<file path="src/rtl/openhw_uncore_sched_pkg.sv">
// Shared types for the uncore bus scheduler: FSM states, bus owner, AHB transfer codes.
package openhw_uncore_sched_pkg;

  typedef enum logic [2:0] {IDLE, ADDR, DATA, ERR1, ERR2} sched_state_t;

  typedef enum logic {OWN_I, OWN_D} owner_t;

  localparam logic [1:0] HTRANS_IDLE   = 2'b00;
  localparam logic [1:0] HTRANS_NONSEQ = 2'b10;

  function automatic owner_t other_owner(input owner_t o);
    return (o == OWN_I) ? OWN_D : OWN_I;
  endfunction

endpackage

</file>
<file path="src/rtl/openhw_rr_arb2.sv">
// Two-way round-robin arbiter, combinational grant; the priority flop moves to the
// non-owner whenever a transfer completes, so the last owner loses the next tie.
module openhw_rr_arb2
  import openhw_uncore_sched_pkg::*;
(
  input  logic       clk,
  input  logic       rst_n,
  input  logic [1:0] req,
  input  logic       done,
  input  owner_t     done_owner,
  output logic [1:0] grant
);

  owner_t prio_q, prio_d;

  // req/grant bit 0 is the I side, bit 1 the D side
  always_comb begin
    grant = req;
    if (req == 2'b11) begin
      grant = (prio_q == OWN_D) ? 2'b10 : 2'b01;
    end
  end

  always_comb begin
    prio_d = prio_q;
    if (done) begin
      prio_d = other_owner(done_owner);
    end
  end

  always_ff @(posedge clk or negedge rst_n) begin
    if (!rst_n) begin
      prio_q <= OWN_D;
    end else begin
      prio_q <= prio_d;
    end
  end

endmodule

</file>
<file path="src/rtl/openhw_uncore_sched.sv">
// Schedules I/D requests onto the AHB-Lite uncore bus; Done arrives 3 cycles after request (4 unmapped).
// Waits on HREADY in the data phase; OPENHW_UNCORE_SCHED_TIMEOUT_EN adds a data-phase wait timeout.
module openhw_uncore_sched
  import openhw_uncore_sched_pkg::*;
#(
  parameter int PA_BITS     = 34,
  parameter int NREG        = 11,
  parameter int TIMEOUT_CYC = 256
) (
  input  logic               HCLK,
  input  logic               HRESETn,
  input  logic               IReq,
  input  logic [PA_BITS-1:0] IAdr,
  input  logic               DReq,
  input  logic [PA_BITS-1:0] DAdr,
  input  logic               DWrite,
  input  logic [NREG-1:0]    SelRegions,
  input  logic               HREADY,
  output logic [PA_BITS-1:0] HADDR,
  output logic               HWRITE,
  output logic [1:0]         HTRANS,
  output logic [NREG-1:0]    HSELData,
  output logic               IDone,
  output logic               DDone,
  output logic               BusErr
);

  if (TIMEOUT_CYC < 2 || TIMEOUT_CYC > 65535) begin : g_bad_timeout
    $error("TIMEOUT_CYC must lie in 2..65535");
  end

  sched_state_t    state_q, state_d;
  owner_t          owner_q, owner_d;
  logic [NREG-1:0] hsel_q, hsel_d;
  logic            idone_q, idone_d;
  logic            ddone_q, ddone_d;
  logic            berr_q, berr_d;
  logic            xfer_done;
  logic            timeout;
  logic [1:0]      arb_req;
  logic [1:0]      grant;

  // A requester keeps its line high through its own Done cycle; hide it so it is not re-granted.
  assign arb_req = {DReq & ~ddone_q, IReq & ~idone_q};

  openhw_rr_arb2 u_arb (
    .clk       (HCLK),
    .rst_n     (HRESETn),
    .req       (arb_req),
    .done      (xfer_done),
    .done_owner(owner_q),
    .grant     (grant)
  );

`ifdef OPENHW_UNCORE_SCHED_TIMEOUT_EN
  localparam logic [15:0] WAIT_LAST = 16'(TIMEOUT_CYC - 1);

  logic [15:0] wait_cnt_q, wait_cnt_d;

  always_comb begin
    wait_cnt_d = '0;
    timeout    = 1'b0;
    if (state_q == DATA && !HREADY) begin
      if (wait_cnt_q == WAIT_LAST) begin
        timeout = 1'b1;
      end else begin
        wait_cnt_d = wait_cnt_q + 16'd1;
      end
    end
  end

  always_ff @(posedge HCLK or negedge HRESETn) begin
    if (!HRESETn) begin
      wait_cnt_q <= '0;
    end else begin
      wait_cnt_q <= wait_cnt_d;
    end
  end
`else
  assign timeout = 1'b0;
`endif

  always_comb begin
    state_d   = state_q;
    owner_d   = owner_q;
    hsel_d    = hsel_q;
    xfer_done = 1'b0;
    berr_d    = 1'b0;
    case (state_q)
      IDLE: begin
        hsel_d = '0;
        if (grant != 2'b00) begin
          owner_d = grant[1] ? OWN_D : OWN_I;
          state_d = ADDR;
        end
      end
      ADDR: begin
        hsel_d  = SelRegions;
        state_d = SelRegions[0] ? ERR1 : DATA;
      end
      DATA: begin
        if (HREADY) begin
          xfer_done = 1'b1;
          hsel_d    = '0;
          state_d   = IDLE;
        end else if (timeout) begin
          // Slave is abandoned; finish through the error response path.
          state_d = ERR2;
        end
      end
      ERR1: begin
        state_d = ERR2;
      end
      ERR2: begin
        xfer_done = 1'b1;
        berr_d    = 1'b1;
        hsel_d    = '0;
        state_d   = IDLE;
      end
      default: begin
        hsel_d  = '0;
        state_d = IDLE;
      end
    endcase
    idone_d = xfer_done && (owner_q == OWN_I);
    ddone_d = xfer_done && (owner_q == OWN_D);
  end

  always_ff @(posedge HCLK or negedge HRESETn) begin
    if (!HRESETn) begin
      state_q <= IDLE;
      owner_q <= OWN_D;
      hsel_q  <= '0;
      idone_q <= 1'b0;
      ddone_q <= 1'b0;
      berr_q  <= 1'b0;
    end else begin
      state_q <= state_d;
      owner_q <= owner_d;
      hsel_q  <= hsel_d;
      idone_q <= idone_d;
      ddone_q <= ddone_d;
      berr_q  <= berr_d;
    end
  end

  assign HTRANS   = (state_q == ADDR) ? HTRANS_NONSEQ : HTRANS_IDLE;
  assign HADDR    = (state_q == ADDR) ? ((owner_q == OWN_D) ? DAdr : IAdr) : '0;
  assign HWRITE   = (state_q == ADDR) && (owner_q == OWN_D) && DWrite;
  assign HSELData = hsel_q;
  assign IDone    = idone_q;
  assign DDone    = ddone_q;
  assign BusErr   = berr_q;

endmodule

</file>
<file path="config.mk">
export PLATFORM = sky130hd
export DESIGN_NAME = openhw_uncore_sched
export DESIGN_NICKNAME = d
export VERILOG_FILES = /design/src/rtl/openhw_uncore_sched_pkg.sv /design/src/rtl/openhw_rr_arb2.sv /design/src/rtl/openhw_uncore_sched.sv
export SDC_FILE = /design/constraint.sdc
export NUM_CORES = 1
export LEC_CHECK = 0
export ABC_CLOCK_PERIOD_IN_PS = 3100
export CAP_MARGIN = 10
export CORE_MARGIN = 5
export CORE_UTILIZATION = 32
export DETAILED_ROUTE_END_ITERATION = 10
export GPL_ROUTABILITY_DRIVEN = 0
export PLACE_DENSITY = 0.88
export SYNTH_ARGS = -nofsm -noshare
export SYNTH_HDL_FRONTEND = slang
export SYNTH_SLANG_ARGS = --single-unit
export TNS_END_PERCENT = 5
</file>
<file path="constraint.sdc">
create_clock -name HCLK -period 3.1 [get_ports HCLK]
set_input_delay 0.62 -clock HCLK [delete_from_list [all_inputs] [get_ports HCLK]]
set_output_delay 0.62 -clock HCLK [all_outputs]
set_load 0.05 [all_outputs]
</file>
After elaboration in Yosys (flattened, before gate mapping)

Index checks and enable logic that the tools add are counted.
Widths: inputs -> output; s select.

Word-level logic and storage cells: 45
Output and inout bits: 51
Bits of input ports: 85
Bits in registers: 19

Eq/ne operators: 7
Bitwise gates (word level): 6
Mux-type cells: 16
Reductions and logical operators: 9

Operators by type and width:

| cell               | count |
|---|---|
| $mux 34            | 2 |
| $pmux 11 s3        | 1 |
| $pmux 3 s4         | 1 |
| $mux 11            | 1 |
| $eq 3x2->1 const B | 2 |
| $mux 2             | 3 |
| $mux 3             | 2 |
| $reduce_and 2->1   | 3 |
| $mux 1             | 5 |
| $logic_and 1x1->1  | 4 |
| $ne 2x2->1 const B | 2 |
| $not 1->1          | 4 |
| $eq 3x1->1 const B | 1 |
| $eq 3x3->1 const B | 1 |
| $logic_not 3->1    | 1 |
| $and 1x1->1        | 2 |
| $eq 2x2->1 const B | 1 |
| $pmux 1 s2         | 1 |
| $reduce_bool 2->1  | 1 |

Depth between registers and ports, before layout

Word-level depth: 7
Gate-level depth with buffers: 7
Mapped depth without buffers: 4

Modules after synthesis

Synthesis repeated with hierarchy kept, for this count alone.

Cells, all modules: 156
Area total of the unflattened synthesis: 1392.6 um^2

By module, submodules not included:

| module              | area each (um^2) | times used | seq. area each (um^2) | cells an instance |
|---|---|---|---|---|
| openhw_uncore_sched | 1338.8           | 1          | 451.7                 | 150 |
| openhw_rr_arb2      | 53.8             | 1          | 26.3                  | 6 |

Worst setup path before layout

No wires, ideal clock.

Path type: reg-to-output
Start point: register owner_q
End point: output port HADDR[10]
Stages on the path, launching flop included: 5
Arrival: 1852 ps
Required time: 2480 ps
Setup slack: 628 ps
Cells stage by stage: dfstp_2 buf_2 buf_1 mux2i_1 nor2_1

Word-level cells in the longest chain between the ends: 2

RTL lines:

| element                | line                       | source |
|---|---|---|
| start, declared        | openhw_uncore_sched.sv:33  | `owner_t owner_q, owner_d;` |
| start signal, assigned | openhw_uncore_sched.sv:139 | `owner_q <= owner_d;` |
| $mux 34 (2 in a row)   | openhw_uncore_sched.sv:148 | `assign HADDR = (state_q == ADDR) ? ((owner_q == OWN_D) ? DAdr : IAdr) : '0;` |
| end, declared          | openhw_uncore_sched.sv:19  | `output logic [PA_BITS-1:0] HADDR,` |

Every way passes these cells.

Worst setup path in the final report

Start point: register state_q[0]
End point: output port HWRITE

Word-level cells in the longest chain between the ends: 3

RTL lines:

| element                        | line                       | source |
|---|---|---|
| start, declared                | openhw_uncore_sched.sv:32  | `sched_state_t state_q, state_d;` |
| start signal, assigned         | openhw_uncore_sched.sv:138 | `state_q <= state_d;` |
| $eq 3x1->1                     | openhw_uncore_sched.sv:149 | `assign HWRITE = (state_q == ADDR) && (owner_q == OWN_D) && DWrite;` |
| $logic_and 1x1->1 (2 in a row) | openhw_uncore_sched.sv:149 |  |
| end, declared                  | openhw_uncore_sched.sv:20  | `output logic HWRITE,` |

Every way passes these cells.

==> impl_metrics.csv <==
group,metric,value,unit
cts,clock_latency,0.25,ns
synthesis,syn_area,1340,sq um
worst_setup_path,crit_end_category,"primary output",
floorplanning,design.die.area,5580,sq um
routing,wirelength_met1,1760,microns
sta,period_share,84.8,%
routing,avgViaCountPerCell,4.90,
routing,met2WireLength,3250,microns
sta,timing.setup.tns,0,ns
pwr,peakVddDrop,0.516,mV
hold_path,hp-class,"flip-flop to flip-flop",
cts,root_buffer,"sky130_fd_sc_hd__clkbuf_8",
cts,clkSinkCount,19,
flow_run,cap_violations,0,
floorplanning,die-width,74.7,microns
sta,fmax,0.380,GHz
floorplanning,coreArea,4030,sq um
grt,grt_usage,18.6,%
worst_setup_path,critical_path_class,"flip-flop to primary output",
routing,drt_first_iter_violations,69,
cts,clk_transition_reported_paths,0.07,ns
cts,hold_buf_cts,0,
floorplanning,i_o_pin_count,136,
floorplanning,starting_utilization_of_the_core_area,33.2,%
sta,grt_setup_unrepaired,"false",
sta,finalHoldViolCount,0,
worst_setup_path,cp.arrival,2.01,ns
cts,tritoncts.num_buffers,3,
routing,drtAntennaViolNets,0,
cts,clockBufferDepth,2,
worst_setup_path,crit_required,2.48,ns
finish,finish.net_count,357,
synthesis,synth.net_count,231,
floorplanning,die_h,74.7,microns
finish,most-common-layout-cells,"sky130_fd_sc_hd__clkdlybuf4s50_1 (98), sky130_fd_sc_hd__buf_12 (37), sky130_fd_sc_hd__nor2_1 (36)",
sta,clock-skew-final,0.000752,ns
sta,timing.final.crit_period,2.63,ns
routing,route.met3.wl,421,microns
outcome,run_status,"finished, final reports clean",
grt,antenna_found_initial,0,
cts,ctsHtreeMaxLevel,1,
synthesis,avgSynthCellArea,9.17,sq um
synthesis,synth-seq-cells,19,
pwr,power_density,1000,nW/um^2
pwr,post-layout-total-power,3.08,mW
finish,diodes,0,
grt,first_global_vias,1629,
finish,layout-drive-gt1-share,17.3,%
routing,route.vias.total,1574,
floorplanning,std_cell_rows,23,
cts,setup_buffers_after_cts,0,
routing,route.top_layer_used,"met4",
pwr,static_leakage,1.35,nW
finish,area_growth_syn_to_layout,130,%
routing,drc_errors,0,
routing,drtPass1Iterations,4,
place,io_buffers,134,
synthesis,synth-edff-count,0,
grt,pin_count_of_the_biggest_net_entering_global_routing,41,
synthesis,postSynth.topFlopCell,"sky130_fd_sc_hd__dfrtp_1",
sta,setup-violations-final,0,
cts,postCtsResizedCells,0,
finish,fill_cells,284,
sta,finalMaxSlewViolations,0,
synthesis,asyncSetResetFlopFracSynth,100,%
worst_setup_path,timing.critical_path.from_type,"flip-flop",
sta,worst_slew_margin_rel,43.2,%
synthesis,yosys_warnings,0,
sta,pin_slew_with_the_least_headroom_to_its_limit,0.850,ns
place,dp.final_hpwl,4630,microns
routing,post_drt_wl_per_cell,17.1,microns
worst_setup_path,crit_fanout,35,
synthesis,ys_types,30,
grt,first_pass_grt_wire_length,7870,microns
cts,tritoncts_clock_tree,"done",
routing,totalWireLength,5500,microns
synthesis,synth_sequential_area_ratio,35.7,%
finish,most_common_cell_after_layout_fill_and_taps_aside,"sky130_fd_sc_hd__clkdlybuf4s50_1",
grt,global_route.overflow_total,0,
synthesis,netlist_instances,146,
kinds of logic (layout without fill, tap and decap cells):
group                  Yosys count  count (layout)  synth area share (%)
AND/OR/NAND/NOR                 50              50                  16.5
other                            1               1                 0.280
flip-flops                      19              19                  35.7
buffers and inverters           20             145                  9.53
AO/OA/AOI/OAI                   22              22                  12.5
multiplexers                    34              34                  25.4
where the power goes:
| group | leakage (nW) | switching (mW) | internal (mW) |
|---|---|---|---|
| sequential | 0.248 | 0.0836 | 0.348 |
| combinational | 1.07 | 1.39 | 1.08 |
| clock | 0.0255 | 0.0796 | 0.0893 |
per-layer routing:
| metal | up-vias | GRT usage (%) |
|---|---|---|
| li1 | 757 | - |
| met1 | 741 | 19.8 |
| met2 | 68 | 36.8 |
| met3 | 8 | 4.67 |
| met4 | 0 | 3.56 |
| met5 | - | 0 |
worst max-delay path, stage by stage, from the launching register on:
cell	delay [ns]
sky130_fd_sc_hd__dfrtp_1	0.51
sky130_fd_sc_hd__inv_2	0.09
sky130_fd_sc_hd__or3_1	0.36
sky130_fd_sc_hd__buf_4	0.26
sky130_fd_sc_hd__inv_6	0.16
sky130_fd_sc_hd__and3_1	0.22
sky130_fd_sc_hd__buf_12	0.15
path summary, 6_finish.rpt:
kind                                          from                       end  slack [ns]  cells after the start
max in group asynchronous                  HRESETn   HSELData[2]$_DFFE_PN0P_        1.73                      1
max                         state_q[0]$_DFFE_PN0P_                    HWRITE        0.47                      6
min in group asynchronous                  HRESETn   HSELData[4]$_DFFE_PN0P_        0.85                      1
min                        HSELData[5]$_DFFE_PN0P_   HSELData[5]$_DFFE_PN0P_        0.50                      1
max reg2reg                 state_q[0]$_DFFE_PN0P_  HSELData[10]$_DFFE_PN0P_        1.49                      5
min reg2reg                HSELData[5]$_DFFE_PN0P_   HSELData[5]$_DFFE_PN0P_        0.50                      1
layout make-up:
cell class              instances  area (sq um)  share of cell area (%)
well taps                      50          62.6                    2.03
repair buffers                137          1740                    56.4
clock inverters                 1          5.00                   0.163
flip-flops and latches         19           478                    15.5
multi-input cells             107           733                    23.8
inverters                       4          20.0                   0.651
clock buffers                   3          41.3                    1.34
stage by stage:
| stage | setup slack [ns] | instances | util, % | hold WS, ns | cell area (sq um) |
|---|---|---|---|---|---|
| after floorplan | 0.628 | 146 | - | 0.324 | 1340 |
| after global placement | 0.821 | 317 | 75.2 | 0.484 | 3030 |
| after detailed placement | 0.765 | 317 | 75.2 | 0.486 | 3030 |
| after CTS | 0.475 | 321 | 76.4 | 0.505 | 3080 |
| after global routing | 0.367 | 321 | 76.4 | 0.521 | 3080 |
| final | 0.471 | 321 | 76.4 | 0.499 | 3080 |
cell usage after synthesis, types with 2 or more instances:
cell type                  instances  area share [%]
sky130_fd_sc_hd__nor2_1           36              10
sky130_fd_sc_hd__nor3_1            3             1.1
sky130_fd_sc_hd__buf_4             2             1.1
sky130_fd_sc_hd__buf_1             2            0.56
sky130_fd_sc_hd__buf_2             7             2.6
sky130_fd_sc_hd__nor3b_1           2             1.1
sky130_fd_sc_hd__nor2b_1           2            0.93
sky130_fd_sc_hd__a21oi_1           4             1.5
sky130_fd_sc_hd__buf_6             2             1.7
sky130_fd_sc_hd__a211oi_1          2             1.1
sky130_fd_sc_hd__nand2_1           2            0.56
sky130_fd_sc_hd__dfstp_2           2             3.9
sky130_fd_sc_hd__dfrtp_1          17              32
sky130_fd_sc_hd__a22o_1           12             7.9
sky130_fd_sc_hd__mux2i_1          34              25
sky130_fd_sc_hd__clkbuf_1          2            0.56
sky130_fd_sc_hd__inv_1             2            0.56
sequential cells by signal, indices dropped and copies added (netlist names):
register	cells
DDone	1
owner_q	1
IDone	1
BusErr	1
state_q	3
HSELData	11
u_arb.prio_q	1
No activity file was read; power rests on OpenSTA's default activity.
